$ cat src/rtl/riscv_pkg.sv
// Shared definitions for the RISC-V fetch front end: word width constants,
// the canonical NOP, a few base opcodes and the IF/ID entry layout.
package riscv_pkg;

  localparam int XLEN = 64;

  // addi x0, x0, 0 -- what decode sees whenever no instruction is presented
  localparam logic [31:0] NOP_INSTR = 32'h0000_0013;

  // Major opcodes (instr[6:0]) used by downstream stages
  localparam logic [6:0] OPC_LD    = 7'b000_0011;
  localparam logic [6:0] OPC_SD    = 7'b010_0011;
  localparam logic [6:0] OPC_BEQ   = 7'b110_0011;
  localparam logic [6:0] OPC_ALUOP = 7'b011_0011;

  // One IF/ID hand-off: the instruction word and the PC it was fetched from
  typedef struct packed {
    logic [31:0]     instr;
    logic [XLEN-1:0] pc;
  } fetch_entry_t;

endpackage

$ cat src/rtl/riscv_fetch_checker.sv
// Protocol assertions for the fetch unit: a kept response must never meet a
// full prefetch FIFO, and issued fetch addresses are always word aligned.
module riscv_fetch_checker (
  input logic       clock_i,
  input logic       reset_i,
  input logic       push_i,
  input logic       full_i,
  input logic       req_valid_i,
  input logic [1:0] req_addr_lo_i
);

  a_push_not_full: assert property (@(posedge clock_i) disable iff (reset_i)
    push_i |-> !full_i)
    else $error("fetch fifo overflow: kept response arrived with fifo full");

  a_req_aligned: assert property (@(posedge clock_i) disable iff (reset_i)
    req_valid_i |-> (req_addr_lo_i == 2'b00))
    else $error("fetch request address not word aligned");

endmodule

$ cat src/rtl/riscv_fetch_fifo.sv
// Prefetch FIFO for the fetch unit. DEPTH must be a power of two (>=2) so the
// read/write pointers wrap naturally. Flush has priority over push and pop.
// The head entry is read straight from storage, so a word pushed into an
// empty FIFO becomes visible on the following cycle.
module riscv_fetch_fifo #(
  parameter int DEPTH = 4,
  parameter int WIDTH = 96
) (
  input  logic                       clock_i,
  input  logic                       reset_i,
  input  logic                       push_i,
  input  logic [WIDTH-1:0]           push_data_i,
  input  logic                       pop_i,
  input  logic                       flush_i,
  output logic [WIDTH-1:0]           head_o,
  output logic [$clog2(DEPTH):0]     count_o,
  output logic                       empty_o,
  output logic                       full_o
);

  localparam int AW = $clog2(DEPTH);
  localparam logic [AW-1:0] PTR_ONE  = AW'(1);
  localparam logic [AW:0]   CNT_ONE  = (AW+1)'(1);
  localparam logic [AW:0]   CNT_FULL = (AW+1)'(DEPTH);

  logic [WIDTH-1:0] mem_q [DEPTH];
  logic [AW-1:0]    wr_ptr_q, wr_ptr_d;
  logic [AW-1:0]    rd_ptr_q, rd_ptr_d;
  logic [AW:0]      count_q, count_d;
  logic             do_push_s;
  logic             do_pop_s;

  assign empty_o   = (count_q == '0);
  assign full_o    = (count_q == CNT_FULL);
  assign do_push_s = push_i && !full_o && !flush_i;
  assign do_pop_s  = pop_i && !empty_o && !flush_i;
  assign head_o    = mem_q[rd_ptr_q];
  assign count_o   = count_q;

  // Next pointers and occupancy; a flush empties the FIFO regardless of push/pop.
  always_comb begin
    wr_ptr_d = wr_ptr_q;
    rd_ptr_d = rd_ptr_q;
    count_d  = count_q;
    if (flush_i) begin
      wr_ptr_d = '0;
      rd_ptr_d = '0;
      count_d  = '0;
    end else begin
      if (do_push_s) begin
        wr_ptr_d = wr_ptr_q + PTR_ONE;
      end else begin
        wr_ptr_d = wr_ptr_q;
      end
      if (do_pop_s) begin
        rd_ptr_d = rd_ptr_q + PTR_ONE;
      end else begin
        rd_ptr_d = rd_ptr_q;
      end
      case ({do_push_s, do_pop_s})
        2'b10:   count_d = count_q + CNT_ONE;
        2'b01:   count_d = count_q - CNT_ONE;
        default: count_d = count_q;
      endcase
    end
  end

  // Pointer/occupancy state with asynchronous reset.
  always_ff @(posedge clock_i or posedge reset_i) begin
    if (reset_i) begin
      wr_ptr_q <= '0;
      rd_ptr_q <= '0;
      count_q  <= '0;
    end else begin
      wr_ptr_q <= wr_ptr_d;
      rd_ptr_q <= rd_ptr_d;
      count_q  <= count_d;
    end
  end

  // Entry storage; contents are only meaningful while counted, so no reset.
  always_ff @(posedge clock_i) begin
    if (do_push_s) begin
      mem_q[wr_ptr_q] <= push_data_i;
    end
  end

endmodule

$ cat src/rtl/riscv_fetch_unit.sv
// Instruction-fetch front end: owns the PC, issues word requests to a
// variable-latency in-order instruction memory, buffers returned words in a
// prefetch FIFO and presents {instr, pc} to decode with valid/ready.
// A redirect from EX flushes the FIFO and marks every in-flight request stale.
// Optional feature macro: RISCV_FETCH_PERF_EN adds perf_stall_cnt,
// perf_empty_cnt and perf_flush_cnt outputs.
module riscv_fetch_unit #(
  parameter int              XLEN       = 64,
  parameter int              FIFO_DEPTH = 4,
  parameter logic [XLEN-1:0] RESET_PC   = '0
) (
  input  logic            clock,
  input  logic            reset,
  input  logic            redirect_valid,
  input  logic [XLEN-1:0] redirect_pc,
  output logic            imem_req_valid,
  input  logic            imem_req_ready,
  output logic [XLEN-1:0] imem_req_addr,
  input  logic            imem_rsp_valid,
  input  logic [31:0]     imem_rsp_data,
  output logic            dec_valid,
  input  logic            dec_ready,
  output logic [31:0]     dec_instr,
  output logic [XLEN-1:0] dec_pc
`ifdef RISCV_FETCH_PERF_EN
  ,
  output logic [31:0]     perf_stall_cnt,
  output logic [31:0]     perf_empty_cnt,
  output logic [15:0]     perf_flush_cnt
`endif
);

  import riscv_pkg::*;

  localparam int CW = $clog2(FIFO_DEPTH) + 1;
  localparam int EW = 32 + XLEN;
  localparam logic [CW:0]     CREDIT_MAX = (CW+1)'(FIFO_DEPTH);
  localparam logic [CW-1:0]   CNT_ONE    = CW'(1);
  localparam logic [XLEN-1:0] PC_STEP    = XLEN'(4);
  localparam logic [XLEN-1:0] ALIGN_MASK = ~(XLEN'(3));

  logic [XLEN-1:0] pc_q, pc_d;
  logic [XLEN-1:0] rsp_pc_q, rsp_pc_d;
  logic [CW-1:0]   inflight_q, inflight_d;
  logic [CW-1:0]   drop_cnt_q, drop_cnt_d;
  logic            reset_q;

  logic [CW-1:0]   inflight_next_s;
  logic [CW-1:0]   fifo_count_s;
  logic [CW:0]     credit_used_s;
  logic            req_fire_s;
  logic            keep_rsp_s;
  logic            pop_s;
  logic            fifo_empty_s;
  logic            fifo_full_s;
  logic [EW-1:0]   fifo_head_s;
  logic [XLEN-1:0] redir_pc_s;

  // Requests in flight plus words buffered may never exceed the FIFO size,
  // which is what guarantees every kept response a free slot.
  assign credit_used_s  = {1'b0, inflight_q} + {1'b0, fifo_count_s};
  assign imem_req_valid = !reset_q && !redirect_valid && (credit_used_s < CREDIT_MAX);
  assign imem_req_addr  = pc_q;
  assign req_fire_s     = imem_req_valid && imem_req_ready;
  assign redir_pc_s     = redirect_pc & ALIGN_MASK;

  // A response is stale while drop_cnt is non-zero, and anything arriving in
  // a redirect cycle is counted into the new drop_cnt instead of being kept.
  assign keep_rsp_s = imem_rsp_valid && (drop_cnt_q == '0) && !redirect_valid;

  assign dec_valid = !fifo_empty_s && !redirect_valid;
  assign pop_s     = dec_valid && dec_ready;
  assign dec_instr = dec_valid ? fifo_head_s[EW-1:XLEN] : NOP_INSTR;
  assign dec_pc    = dec_valid ? fifo_head_s[XLEN-1:0]  : '0;

  // Outstanding-request count after this cycle's accept and response.
  always_comb begin
    case ({req_fire_s, imem_rsp_valid})
      2'b10:   inflight_next_s = inflight_q + CNT_ONE;
      2'b01:   inflight_next_s = inflight_q - CNT_ONE;
      default: inflight_next_s = inflight_q;
    endcase
  end

  // PC, response-PC and stale-drop bookkeeping; a redirect overrides everything.
  always_comb begin
    pc_d       = pc_q;
    rsp_pc_d   = rsp_pc_q;
    drop_cnt_d = drop_cnt_q;
    inflight_d = inflight_next_s;
    if (redirect_valid) begin
      pc_d       = redir_pc_s;
      rsp_pc_d   = redir_pc_s;
      drop_cnt_d = inflight_next_s;
    end else begin
      if (req_fire_s) begin
        pc_d = pc_q + PC_STEP;
      end else begin
        pc_d = pc_q;
      end
      if (imem_rsp_valid && (drop_cnt_q != '0)) begin
        drop_cnt_d = drop_cnt_q - CNT_ONE;
      end else if (keep_rsp_s) begin
        rsp_pc_d = rsp_pc_q + PC_STEP;
      end else begin
        drop_cnt_d = drop_cnt_q;
      end
    end
  end

  // Fetch state registers; reset_q holds off requests for the first cycle out of reset.
  always_ff @(posedge clock or posedge reset) begin
    if (reset) begin
      pc_q       <= RESET_PC;
      rsp_pc_q   <= RESET_PC;
      inflight_q <= '0;
      drop_cnt_q <= '0;
      reset_q    <= 1'b1;
    end else begin
      pc_q       <= pc_d;
      rsp_pc_q   <= rsp_pc_d;
      inflight_q <= inflight_d;
      drop_cnt_q <= drop_cnt_d;
      reset_q    <= 1'b0;
    end
  end

  riscv_fetch_fifo #(
    .DEPTH (FIFO_DEPTH),
    .WIDTH (EW)
  ) u_fifo (
    .clock_i     (clock),
    .reset_i     (reset),
    .push_i      (keep_rsp_s),
    .push_data_i ({imem_rsp_data, rsp_pc_q}),
    .pop_i       (pop_s),
    .flush_i     (redirect_valid),
    .head_o      (fifo_head_s),
    .count_o     (fifo_count_s),
    .empty_o     (fifo_empty_s),
    .full_o      (fifo_full_s)
  );

  riscv_fetch_checker u_checker (
    .clock_i       (clock),
    .reset_i       (reset),
    .push_i        (keep_rsp_s),
    .full_i        (fifo_full_s),
    .req_valid_i   (imem_req_valid),
    .req_addr_lo_i (imem_req_addr[1:0])
  );

`ifdef RISCV_FETCH_PERF_EN
  logic [31:0] stall_cnt_q;
  logic [31:0] empty_cnt_q;
  logic [15:0] flush_cnt_q;

  // Performance counters: stall/empty saturate, redirect count wraps.
  always_ff @(posedge clock or posedge reset) begin
    if (reset) begin
      stall_cnt_q <= 32'h0000_0000;
      empty_cnt_q <= 32'h0000_0000;
      flush_cnt_q <= 16'h0000;
    end else begin
      if (dec_valid && !dec_ready && (stall_cnt_q != 32'hFFFF_FFFF)) begin
        stall_cnt_q <= stall_cnt_q + 32'd1;
      end else begin
        stall_cnt_q <= stall_cnt_q;
      end
      if (!dec_valid && (empty_cnt_q != 32'hFFFF_FFFF)) begin
        empty_cnt_q <= empty_cnt_q + 32'd1;
      end else begin
        empty_cnt_q <= empty_cnt_q;
      end
      if (redirect_valid) begin
        flush_cnt_q <= flush_cnt_q + 16'd1;
      end else begin
        flush_cnt_q <= flush_cnt_q;
      end
    end
  end

  assign perf_stall_cnt = stall_cnt_q;
  assign perf_empty_cnt = empty_cnt_q;
  assign perf_flush_cnt = flush_cnt_q;
`endif

endmodule

$ cat config.mk
export PLATFORM = sky130hd
export DESIGN_NAME = riscv_fetch_unit
export DESIGN_NICKNAME = d
export VERILOG_FILES = /design/src/rtl/riscv_pkg.sv /design/src/rtl/riscv_fetch_checker.sv /design/src/rtl/riscv_fetch_fifo.sv /design/src/rtl/riscv_fetch_unit.sv
export SDC_FILE = /design/constraint.sdc
export NUM_CORES = 1
export LEC_CHECK = 0
export BUFFER_PORTS_ARGS = -buffer_cell sky130_fd_sc_hd__buf_2
export CORE_MARGIN = 10
export CORE_UTILIZATION = 30
export CTS_CLUSTER_SIZE = 20
export DETAILED_ROUTE_END_ITERATION = 8
export SLEW_MARGIN = 20
export SYNTH_ARGS = -nofsm -noshare
export SYNTH_HDL_FRONTEND = slang
export SYNTH_SLANG_ARGS = --single-unit
$ cat constraint.sdc
create_clock -name clock -period 6.2 [get_ports clock]
set_clock_uncertainty 0.2 [all_clocks]
set_input_delay 0 -clock clock [delete_from_list [all_inputs] [get_ports clock]]
set_output_delay 0 -clock clock [all_outputs]
set_load 0.1 [all_outputs]
==> run metrics, run 1 <==
via count approximately 15k; slew at the pin with the worst max-slew slack 1.102 ns; kind of start point of the critical path register; I/O Buffers 257; count of nets left with antenna violations after detail routing 0; gr usage total approximately 15%; sequential share of the synthesized area 66.58%; wire length of the first global-routing pass roughly 98000 um; Metal-1 WL around 28000 um; peak ir drop on the vdd network around 190 uV; class of the tightest hold or removal check in -> reg; Core Area around 73000 um2; setup repair after global routing missed its margin no; fraction of post-synthesis cell area in the top cell type by area between 50% and 60%; gpl congestion ~0.85; via count of the first global-routing pass around 15k; final worst path period need between 3 and 4 ns; final routed wirelength across all metal layers roughly 65000 um; Filler cells ~6.9k; Most used DFF post-synth sky130_fd_sc_hd__edfxtp_1; Hold Path Cell Cnt 4; Vias/cell 5.027; asr flop ratio synth a little over a quarter; power per unit of standard cell area about 330 nW/um2; Static Leakage ~10 nW; run status finished clean; top achievable clock speed roughly 280 MHz; pin count of the biggest net entering global routing 95; final-report max-slew violation count 0; number of synthesized flops with an enable pin between 300 and 400; initial antenna violation count 4; most used cells in the layout excluding fill and tap cells 376 x sky130_fd_sc_hd__edfxtp_1, 256 x sky130_fd_sc_hd__buf_2, 150 x sky130_fd_sc_hd__dlygate4sd3_1; utilization after layout 38.33%; CTS Root Buffer Type sky130_fd_sc_hd__clkbuf_16; largest area contributor in the netlist sky130_fd_sc_hd__edfxtp_1; worst relative slew slack about a quarter; die area between 80000 and 90000 um2; number of instances in the synthesized netlist 1489; number of detailed-route iterations in the first pass 6; clock latency of the later-clocked register in the worst-skew pair approximately 0.61 ns; max-capacitance violation count 0; met2 routed wirelength just over 30000 um; share of cells above drive strength 1 between 20% and 30%; worst reg2reg path depth 14; start-to-end type of the worst setup path reg -> reg; die outline width 291.7 um; height of the die 291.7 um; hold_ws between 0.015 and 0.02 ns; number of endpoints failing setup at the final stage 0; TritonCTS clock tree yes; Post-Layout Inst Area between 20000 and 30000 um2; warning count from the yosys run 0; synth top area cells sky130_fd_sc_hd__edfxtp_1 51%, sky130_fd_sc_hd__dfrtp_1 15%, sky130_fd_sc_hd__mux4_2 9.6%, sky130_fd_sc_hd__and2_1 3.0%, sky130_fd_sc_hd__nand2_1 2.4%; maximum root-to-sink buffer count 3; # IOs approximately 260; Synth Register Bits 514; Synth cell types 63; highest routed metal layer met4; arrival time reported for the critical path endpoint ~4 ns; required time at the worst-slack endpoint 6.52 ns; effective utilization at floorplan a little over 30%; Synth Cell Area between 20000 and 25000 um2; cells resized by post-CTS repair 0; final clock period utilization by the worst path between 50% and 60%; Multi-input gate area between 7000 and 8000 um2; post-synthesis area per instance 14.87 um2; Cell Area, Placed between 20000 and 25000 um2; sum of negative setup slack 0 ns; placement row count around 100; initial detailed-routing violation count about 1.1k; gr ovfl total 0; hpwl dp ~44000 um; level count of the clock H-tree 2; clock sink count just over 500; count of unresolved DRC violations after routing 0; post-DR wirelength/cell 22.44 um; Setup crit end kind register; Met3 Routed Length 4933 um; Final nets approximately 2.0k; register area about 15000 um2; leading cell type in the layout, fill and taps excluded sky130_fd_sc_hd__edfxtp_1; Fin. Hold Viols 0; Clk pin slew, worst setup/hold paths about 0.07 ns; TritonCTS Buffers 56; Synth-to-Final Area Change 26.47%; peak fanout along the critical path 47
through the flow:
step / cells / worst slack, ns / total power [mW]
5_1_grt: 2910 / 2.325 / 9.503
3_3_place_gp: 2654 / 2.677 / 5.656
3_5_place_dp: 2654 / 2.608 / 5.688
2_1_floorplan: 1493 / 1.830 / 5.271
4_1_cts: 2909 / 2.516 / 9.258
6_report: 2912 / 2.613 / 9.154
power by group:
| part | internal [mW] | switching [mW] |
|---|---|---|
| registers | 3.91 | 0.211 |
| clock network | 2.08 | 1.39 |
| logic | 0.433 | 1.12 |
worst max-delay path, cell delays in order, from the launching register on:
cell	delay, ns
sky130_fd_sc_hd__dfrtp_1	0.47
sky130_fd_sc_hd__ha_1	0.32
sky130_fd_sc_hd__nand3_1	0.09
sky130_fd_sc_hd__and4_1	0.23
sky130_fd_sc_hd__buf_4	0.25
sky130_fd_sc_hd__inv_2	0.08
sky130_fd_sc_hd__buf_4	0.46
sky130_fd_sc_hd__ha_1	0.29
sky130_fd_sc_hd__inv_1	0.07
sky130_fd_sc_hd__fa_1	0.39
sky130_fd_sc_hd__xor2_1	0.16
sky130_fd_sc_hd__nor2_1	0.13
sky130_fd_sc_hd__xor2_1	0.19
sky130_fd_sc_hd__nand2_1	0.07
sky130_fd_sc_hd__o21ai_0	0.10
area by class of cell:
class	instances	area share, %
diodes	2	0.01787
well taps	959	4.284
clock inverters	29	1.371
inverters	16	0.2323
flip-flops and latches	514	52.67
repair buffers	430	10.69
clock buffers	76	5.490
multi-input cells	886	25.24
flip-flops by register name (all words and copies together), names as in the netlist:
signal	cells
drop_cnt_q	3
imem_req_addr	62
inflight_q	3
reset_q	1
rsp_pc_q	62
u_fifo.count_o	3
u_fifo.mem_q	376
u_fifo.rd_ptr_q	2
u_fifo.wr_ptr_q	2
cells in the mapped netlist, drive strengths merged (9+ instances only):
cell type  instances
edfxtp           376
nand4             40
nand3             78
a31oi             10
nor2              43
o311ai            19
o21ai             83
nor4              12
and3              24
xnor2             25
ha                11
buf               25
mux2              18
a21oi              9
and2             107
dfrtp            137
or3               16
and4              17
mux4              94
clkbuf            52
xor2              49
nand2            139
nor3              16
o211ai            32
inv               16
worst paths after layout:
check                                  startpoint           endpoint  slack (ns)
worst min register to register      inflight_q[2]      inflight_q[2]        0.32
worst min-delay path              redirect_pc[32]       rsp_pc_q[32]        0.02
worst max-delay path            u_fifo.count_o[1]      drop_cnt_q[2]        2.61
max in group asynchronous                   reset  imem_req_addr[16]        4.15
min in group asynchronous                   reset  imem_req_addr[37]        0.44
worst max register to register  u_fifo.count_o[1]      drop_cnt_q[2]        2.61
routing by layer:
| layer | global-route usage [%] | vias to the layer above |
|---|---|---|
| met1 | 20.12 | 7476 |
| li1 | - | 6560 |
| met4 | 3.961 | 0 |
| met5 | 0 | - |
| met2 | 24.11 | 510 |
| met3 | 3.718 | 93 |
logic make-up (layout without fill, tap and decap cells):
group,Yosys count,after routing,share of synthesized area (%)
and+or+nand+nor,509,509,12.29
buffers and inverters,93,551,1.734
other,1,7,0.01693
adders and majority gates,13,13,0.8022
xor gates and xnor gates,74,74,2.926
muxes,114,114,10.56
AOI/OAI and AO/OA,171,171,5.090
DFF,514,514,66.58
repair_timing:
item	CTS	global route
endpoints found under the hold margin	331	0
hold buffers	150	0
buffers inserted	0	0
Note: power is estimated with default switching activity, not from simulation.
==> run 2: changes to the inputs <==
==> constraint.sdc (replaced) <==
create_clock -name clock -period 3.4 [get_ports clock]
set_clock_uncertainty 0.2 [all_clocks]
set_input_delay 0 -clock clock [delete_from_list [all_inputs] [get_ports clock]]
set_output_delay 0 -clock clock [all_outputs]
set_load 0.1 [all_outputs]
==> run metrics, run 2 (synthesis results as in run 1) <==
gr usage total between 15 and 20%; via count 14.69k; dpl ws between 0.4 and 0.5 ns; share of cells above drive strength 1 about a quarter; final worst path period need ~3.0 ns; Fin. Hold Viols 0; Post-Layout Inst Area around 28000 um2; worst reg2reg path startpoint imem_req_addr[2]; required time at the worst-slack endpoint around 3.2 ns; Net Switching between 4 and 5 mW; final routed wirelength across all metal layers 65450 um; arrival time reported for the critical path endpoint roughly 2.8 ns; via count of the first global-routing pass ~15k; Met3 Routed Length ~4200 um; level count of the clock H-tree 2; leading cell type in the layout, fill and taps excluded sky130_fd_sc_hd__edfxtp_1; number of placed cells counting well taps 2674; hpwl dp roughly 45000 um; number of endpoints failing setup at the final stage 0; class of the tightest hold or removal check in -> reg; slack of the critical path 0.4069 ns; post-DR wirelength/cell between 20 and 25 um; Hold Path Cell Cnt 4; post-CTS setup buffer count 0; effective utilization at floorplan between 30% and 40%; run status finished clean; max-capacitance violation count 0; worst reg2reg path depth 7; top achievable clock speed 334.1 MHz; sum of negative setup slack 0 ns; Combinational Power Share approximately 18%; setup slack, reg-to-reg slightly above 0.4 ns; die outline width slightly below 300 um; fraction of power consumed by the clock network a little over a third; Top reg by flops u_fifo.mem_q; highest routed metal layer met4; worst hold endpoint imem_req_addr[48]; number of detailed-route iterations in the first pass 5; Metal-1 WL between 20000 and 30000 um; CTS Root Buffer Type sky130_fd_sc_hd__clkbuf_16; critical register-to-register path endpoint imem_req_addr[38]; wire length of the first global-routing pass 99170 um; I/O Buffers 257; clock sink count 514; Static Leakage just over 10 nW; Vias/cell 5.006; Core Area roughly 73000 um2; setup repair after global routing missed its margin no; count of nets left with antenna violations after detail routing 0; placement row count between 90 and 100; Clk pin slew, worst setup/hold paths 0.06 ns; Setup crit end kind output port; maximum root-to-sink buffer count 3; cells resized by post-CTS repair 0; startpoint of the lowest-slack hold path redirect_pc[48]; slew at the pin with the worst max-slew slack 0.7947 ns; peak ir drop on the vdd network about 400 uV; Largest register FFs approximately 380; switching portion of total power ~30%; TritonCTS Buffers 56; count of unresolved DRC violations after routing 0; gr ovfl total 0; worst relative slew slack 46.82%; TritonCTS clock tree yes; internal power of the cells ~11 mW; height of the die 291.7 um; clock latency of the later-clocked register in the worst-skew pair roughly 0.63 ns; initial detailed-routing violation count about 960; kind of start point of the critical path register; # IOs about 260; Cell Area, Placed 24860 um2; gpl congestion between 0.8 and 0.9; most used cells in the layout excluding fill and tap cells 376 x sky130_fd_sc_hd__edfxtp_1, 256 x sky130_fd_sc_hd__buf_2, 155 x sky130_fd_sc_hd__dlygate4sd3_1; final-report max-slew violation count 0; power per unit of standard cell area between 500 and 600 nW/um2; die area approximately 85000 um2; met2 routed wirelength about 32000 um; Final nets about 2k; Cell Count, Final, Fillers Out 2935; portion of total power attributed to sequential cells 46.0%; start-to-end type of the worst setup path reg -> out; pin count of the biggest net entering global routing a little under 70; Synth-to-Final Area Change 27.27%; utilization after layout about two fifths; peak fanout along the critical path 42; final clock period utilization by the worst path about nine tenths; initial antenna violation count 2
-- run 2: cell types whose count changed in the layout (fill, tap and decap cells not counted), moves of 4 or more --
cell                            previous run  this run
sky130_fd_sc_hd__bufinv_16                 8         3
sky130_fd_sc_hd__dlygate4sd3_1           150       155
sky130_fd_sc_hd__buf_12                    1        14
sky130_fd_sc_hd__clkinv_2                  6        11
sky130_fd_sc_hd__inv_6                     5         1
sky130_fd_sc_hd__buf_4                    22        29
sky130_fd_sc_hd__clkinv_1                  5         9
-- run 2: worst max-delay path by stage --
stage,start,to
after floorplan,drop_cnt_q[0],u_fifo.mem_q[0][10]
after global placement,imem_req_addr[2],imem_req_addr[38]
after detailed placement,imem_req_addr[2],imem_req_addr[38]
after CTS,u_fifo.count_o[0],dec_pc[3]
after global routing,u_fifo.count_o[0],dec_pc[3]
final,u_fifo.count_o[1],dec_pc[3]
-- run 2: repair_timing --
item	CTS	global route
hold endpoints to repair	403	0
hold buffers	155	0
endpoints found under the setup margin	0	0
-- run 2: layer usage --
layer | up-vias | track usage [%]
met3 | 82 | 3.354
met4 | 0 | 3.634
li1 | 6610 | -
met5 | - | 0
met1 | 7503 | 20.00
met2 | 498 | 25.19
-- run 2: through the flow --
| step | hold WS (ns) | power [mW] |
|---|---|---|
| finish | 0.03079 | 16.30 |
| detailed placement | -0.1740 | 10.40 |
| floorplan | -0.1011 | 9.606 |
| CTS | 0.001170 | 16.48 |
| global placement | -0.1862 | 10.34 |
| global route | 0.02725 | 16.95 |
-- run 2: worst max-delay path, stage by stage, from the launching register on --
cell	delay, ns
sky130_fd_sc_hd__dfrtp_1	0.51
sky130_fd_sc_hd__nor3_1	0.11
sky130_fd_sc_hd__buf_4	0.19
sky130_fd_sc_hd__nor2_4	0.10
sky130_fd_sc_hd__buf_4	0.41
sky130_fd_sc_hd__and2_1	0.33
sky130_fd_sc_hd__buf_2	0.48
-- run 2: layout make-up --
cell class,count,area (um2)
Antenna cell,2,5.005
Clock buffer,74,1510
Clock inverter,30,259.0
Fill cell,6901,44900
Inverter,16,63.81
Multi-Input combinational cell,886,7063
Sequential cell,514,14760
Tap cell,959,1200
Timing Repair Buffer,454,3331
-- run 2: power by group through the flow --
stage	registers, mW	clock network (mW)	logic [mW]
floorplan	8.13	0	1.48
global placement	7.58	0	2.76
detailed placement	7.61	0	2.79
CTS	7.49	6.05	2.94
global route	7.54	6.30	3.10
finish	7.49	5.90	2.90
==> run 3: changes to the inputs <==
--- a/config.mk
+++ b/config.mk
@@ -10,6 +10,7 @@
 export CORE_UTILIZATION = 30
 export CTS_CLUSTER_SIZE = 20
 export DETAILED_ROUTE_END_ITERATION = 8
+export RECOVER_POWER = 100
 export SLEW_MARGIN = 20
 export SYNTH_ARGS = -nofsm -noshare
 export SYNTH_HDL_FRONTEND = slang
==> run metrics, run 3 (synthesis results as in run 1) <==
switching portion of total power a little under a third; I/O Buffers around 260; TritonCTS Buffers between 50 and 60; start-to-end type of the worst setup path reg -> reg; number of endpoints failing setup at the final stage 0; height of the die around 300 um; final worst path period need 3.124 ns; largest delay contributor family on the critical path simple AND/OR/NAND/NOR gates; post-DR wirelength/cell between 20 and 25 um; Final nets around 2.0k; pin count of the biggest net entering global routing 69; count of unresolved DRC violations after routing 0; sum of negative setup slack 0 ns; violations in the final reports max-capacitance violations, max-slew violations; gpl congestion between 0.8 and 0.9; worst reg2reg path startpoint imem_req_addr[2]; Critical Path End imem_req_addr[38]; Crit path largest cell delay a little over 0.6 ns; peak ir drop on the vdd network 396.8 uV; internal power of the cells 11.27 mW; portion of total power attributed to sequential cells between 40% and 50%; die outline width 291.7 um; clock latency of the later-clocked register in the worst-skew pair 0.63 ns; final-report max-slew violation count between 60 and 70; final clock period utilization by the worst path between 90% and 100%; effective utilization at floorplan a little under a third; top achievable clock speed 320.2 MHz; worst path bufs/invs 0; slew at the pin with the worst max-slew slack between 1.5 and 2 ns; Combinational Power Share between 10% and 20%; Setup crit end kind register; # IOs about 260; Largest register FFs ~380; run status finished, violations left; cells resized by post-CTS repair 0; Synth-to-Final Area Change 26.22%; Fin. Hold Viols 0; series of cell instances along the critical path ha_1 -> and3_1 -> nand4_1 -> or3_1 -> or3_4 -> o211ai_2 -> o311ai_2; die area 85090 um2; via count between 10k and 15k; worst setup path startpoint imem_req_addr[2]; CTS Root Buffer Type sky130_fd_sc_hd__clkbuf_16; initial antenna violation count 1; level count of the clock H-tree 2; wire length of the first global-routing pass between 90000 and 100000 um; arrival time reported for the critical path endpoint between 3 and 4 ns; kind of start point of the critical path register; critical path depth 7; Static Leakage roughly 9.8 nW; worst reg2reg path depth 7; peak fanout along the critical path 12; count of nets left with antenna violations after detail routing 0; startpoint of the lowest-slack hold path redirect_pc[48]; met2 capacity usage during global routing about a quarter; post-CTS setup buffer count 0; Top reg by flops u_fifo.mem_q; most used cells in the layout excluding fill and tap cells 376 x sky130_fd_sc_hd__edfxtp_1, 155 x sky130_fd_sc_hd__dlygate4sd3_1, 139 x sky130_fd_sc_hd__nand2_1; critical register-to-register path endpoint imem_req_addr[38]; share of cells above drive strength 1 ~22%; power per unit of standard cell area approximately 580 nW/um2; setup repair after global routing missed its margin no; Clk pin slew, worst setup/hold paths roughly 0.060 ns; max-capacitance violation count 1; hold_ws 0.03305 ns; maximum root-to-sink buffer count 3; gr ovfl total 0; layer carrying the most global-route usage met2; TritonCTS clock tree yes; met1 layer usage reported by global route 20.00%; Total Power Consumption between 15 and 20 mW; GR met3 Demand/Resource around 3.4%; Vias/cell around 5; class of the tightest hold or removal check in -> reg; hpwl dp roughly 45000 um; initial detailed-routing violation count ~1k; Net Switching roughly 5 mW; number of detailed-route iterations in the first pass 5; setup slack, reg-to-reg about 0.28 ns; Core Area 73080 um2; placement row count slightly below 100; cell with the largest stage delay on the worst path sky130_fd_sc_hd__or3_1; gr usage total between 15 and 20%; worst relative slew slack -10.73%; via count of the first global-routing pass approximately 15k; fraction of power consumed by the clock network between 30% and 40%; required time at the worst-slack endpoint about 3.7 ns; leading cell type in the layout, fill and taps excluded sky130_fd_sc_hd__edfxtp_1; clock sink count a little over 500; final routed wirelength across all metal layers 65370 um
==> run 3: cell count changes in the layout (fill, tap and decap cells not counted), sizes merged <==
cell and delta:
buf -167, clkbuf +167, diode +1
==> run 3: area by class of cell <==
class                           instances  area, um2
Antenna cell                            3      7.507
Clock buffer                           74       1510
Clock inverter                         30      259.0
Fill cell                            6955      45130
Inverter                               16      61.31
Multi-Input combinational cell        886       7029
Sequential cell                       514      14760
Tap cell                              959       1200
Timing Repair Buffer                  454       3133
==> run 3: layer usage <==
metal / routed length [um] / part of all wire [%] / vias up
met5: 0 / 0 / -
met4: 1455 / 2.2 / 0
met3: 3961 / 6.1 / 86
met2: 31410 / 48 / 444
met1: 28550 / 44 / 7529
li1: - / - / 6608
==> run 3: power groups by stage <==
stage	sequential, mW	combinational (mW)	clock, mW
3_5_place_dp	7.61	2.79	0
2_1_floorplan	8.13	1.48	0
6_report	7.50	2.85	5.90
5_1_grt	7.55	3.05	6.30
4_1_cts	7.49	2.94	6.05
3_3_place_gp	7.58	2.76	0
==> run 3: through the flow <==
stage,util (%),worst slack [ns],cells,cell area (um2)
3_5_place_dp,34.02,0.4341,2674,24860
6_report,38.25,0.2765,2936,27960
2_1_floorplan,-,0.05866,1493,22170
5_1_grt,38.25,0.1149,2934,27950
4_1_cts,38.56,0.3481,2933,28180
3_3_place_gp,34.02,0.4989,2674,24860
==> run 3: worst register-to-register path, cell delays in order, from the launching register on <==
cell and delay, ns:
sky130_fd_sc_hd__dfrtp_2 0.42, sky130_fd_sc_hd__ha_1 0.20, sky130_fd_sc_hd__and3_1 0.29, sky130_fd_sc_hd__nand4_1 0.39
sky130_fd_sc_hd__or3_1 0.63, sky130_fd_sc_hd__or3_4 0.54, sky130_fd_sc_hd__o211ai_2 0.22, sky130_fd_sc_hd__o311ai_2 0.12
==> run 3: how the worst min path moves through the flow <==
stage | endpoint | depth (start not counted)
4_1_cts | rsp_pc_q[16] | 4
2_1_floorplan | u_fifo.mem_q[0][64] | 0
6_report | imem_req_addr[48] | 4
3_3_place_gp | imem_req_addr[18] | 2
5_1_grt | imem_req_addr[4] | 4
3_5_place_dp | imem_req_addr[18] | 2
==> run 3: timing repair <==
action,CTS,global route
setup endpoints to repair,0,0
endpoints found under the hold margin,403,0
hold buffers,155,0
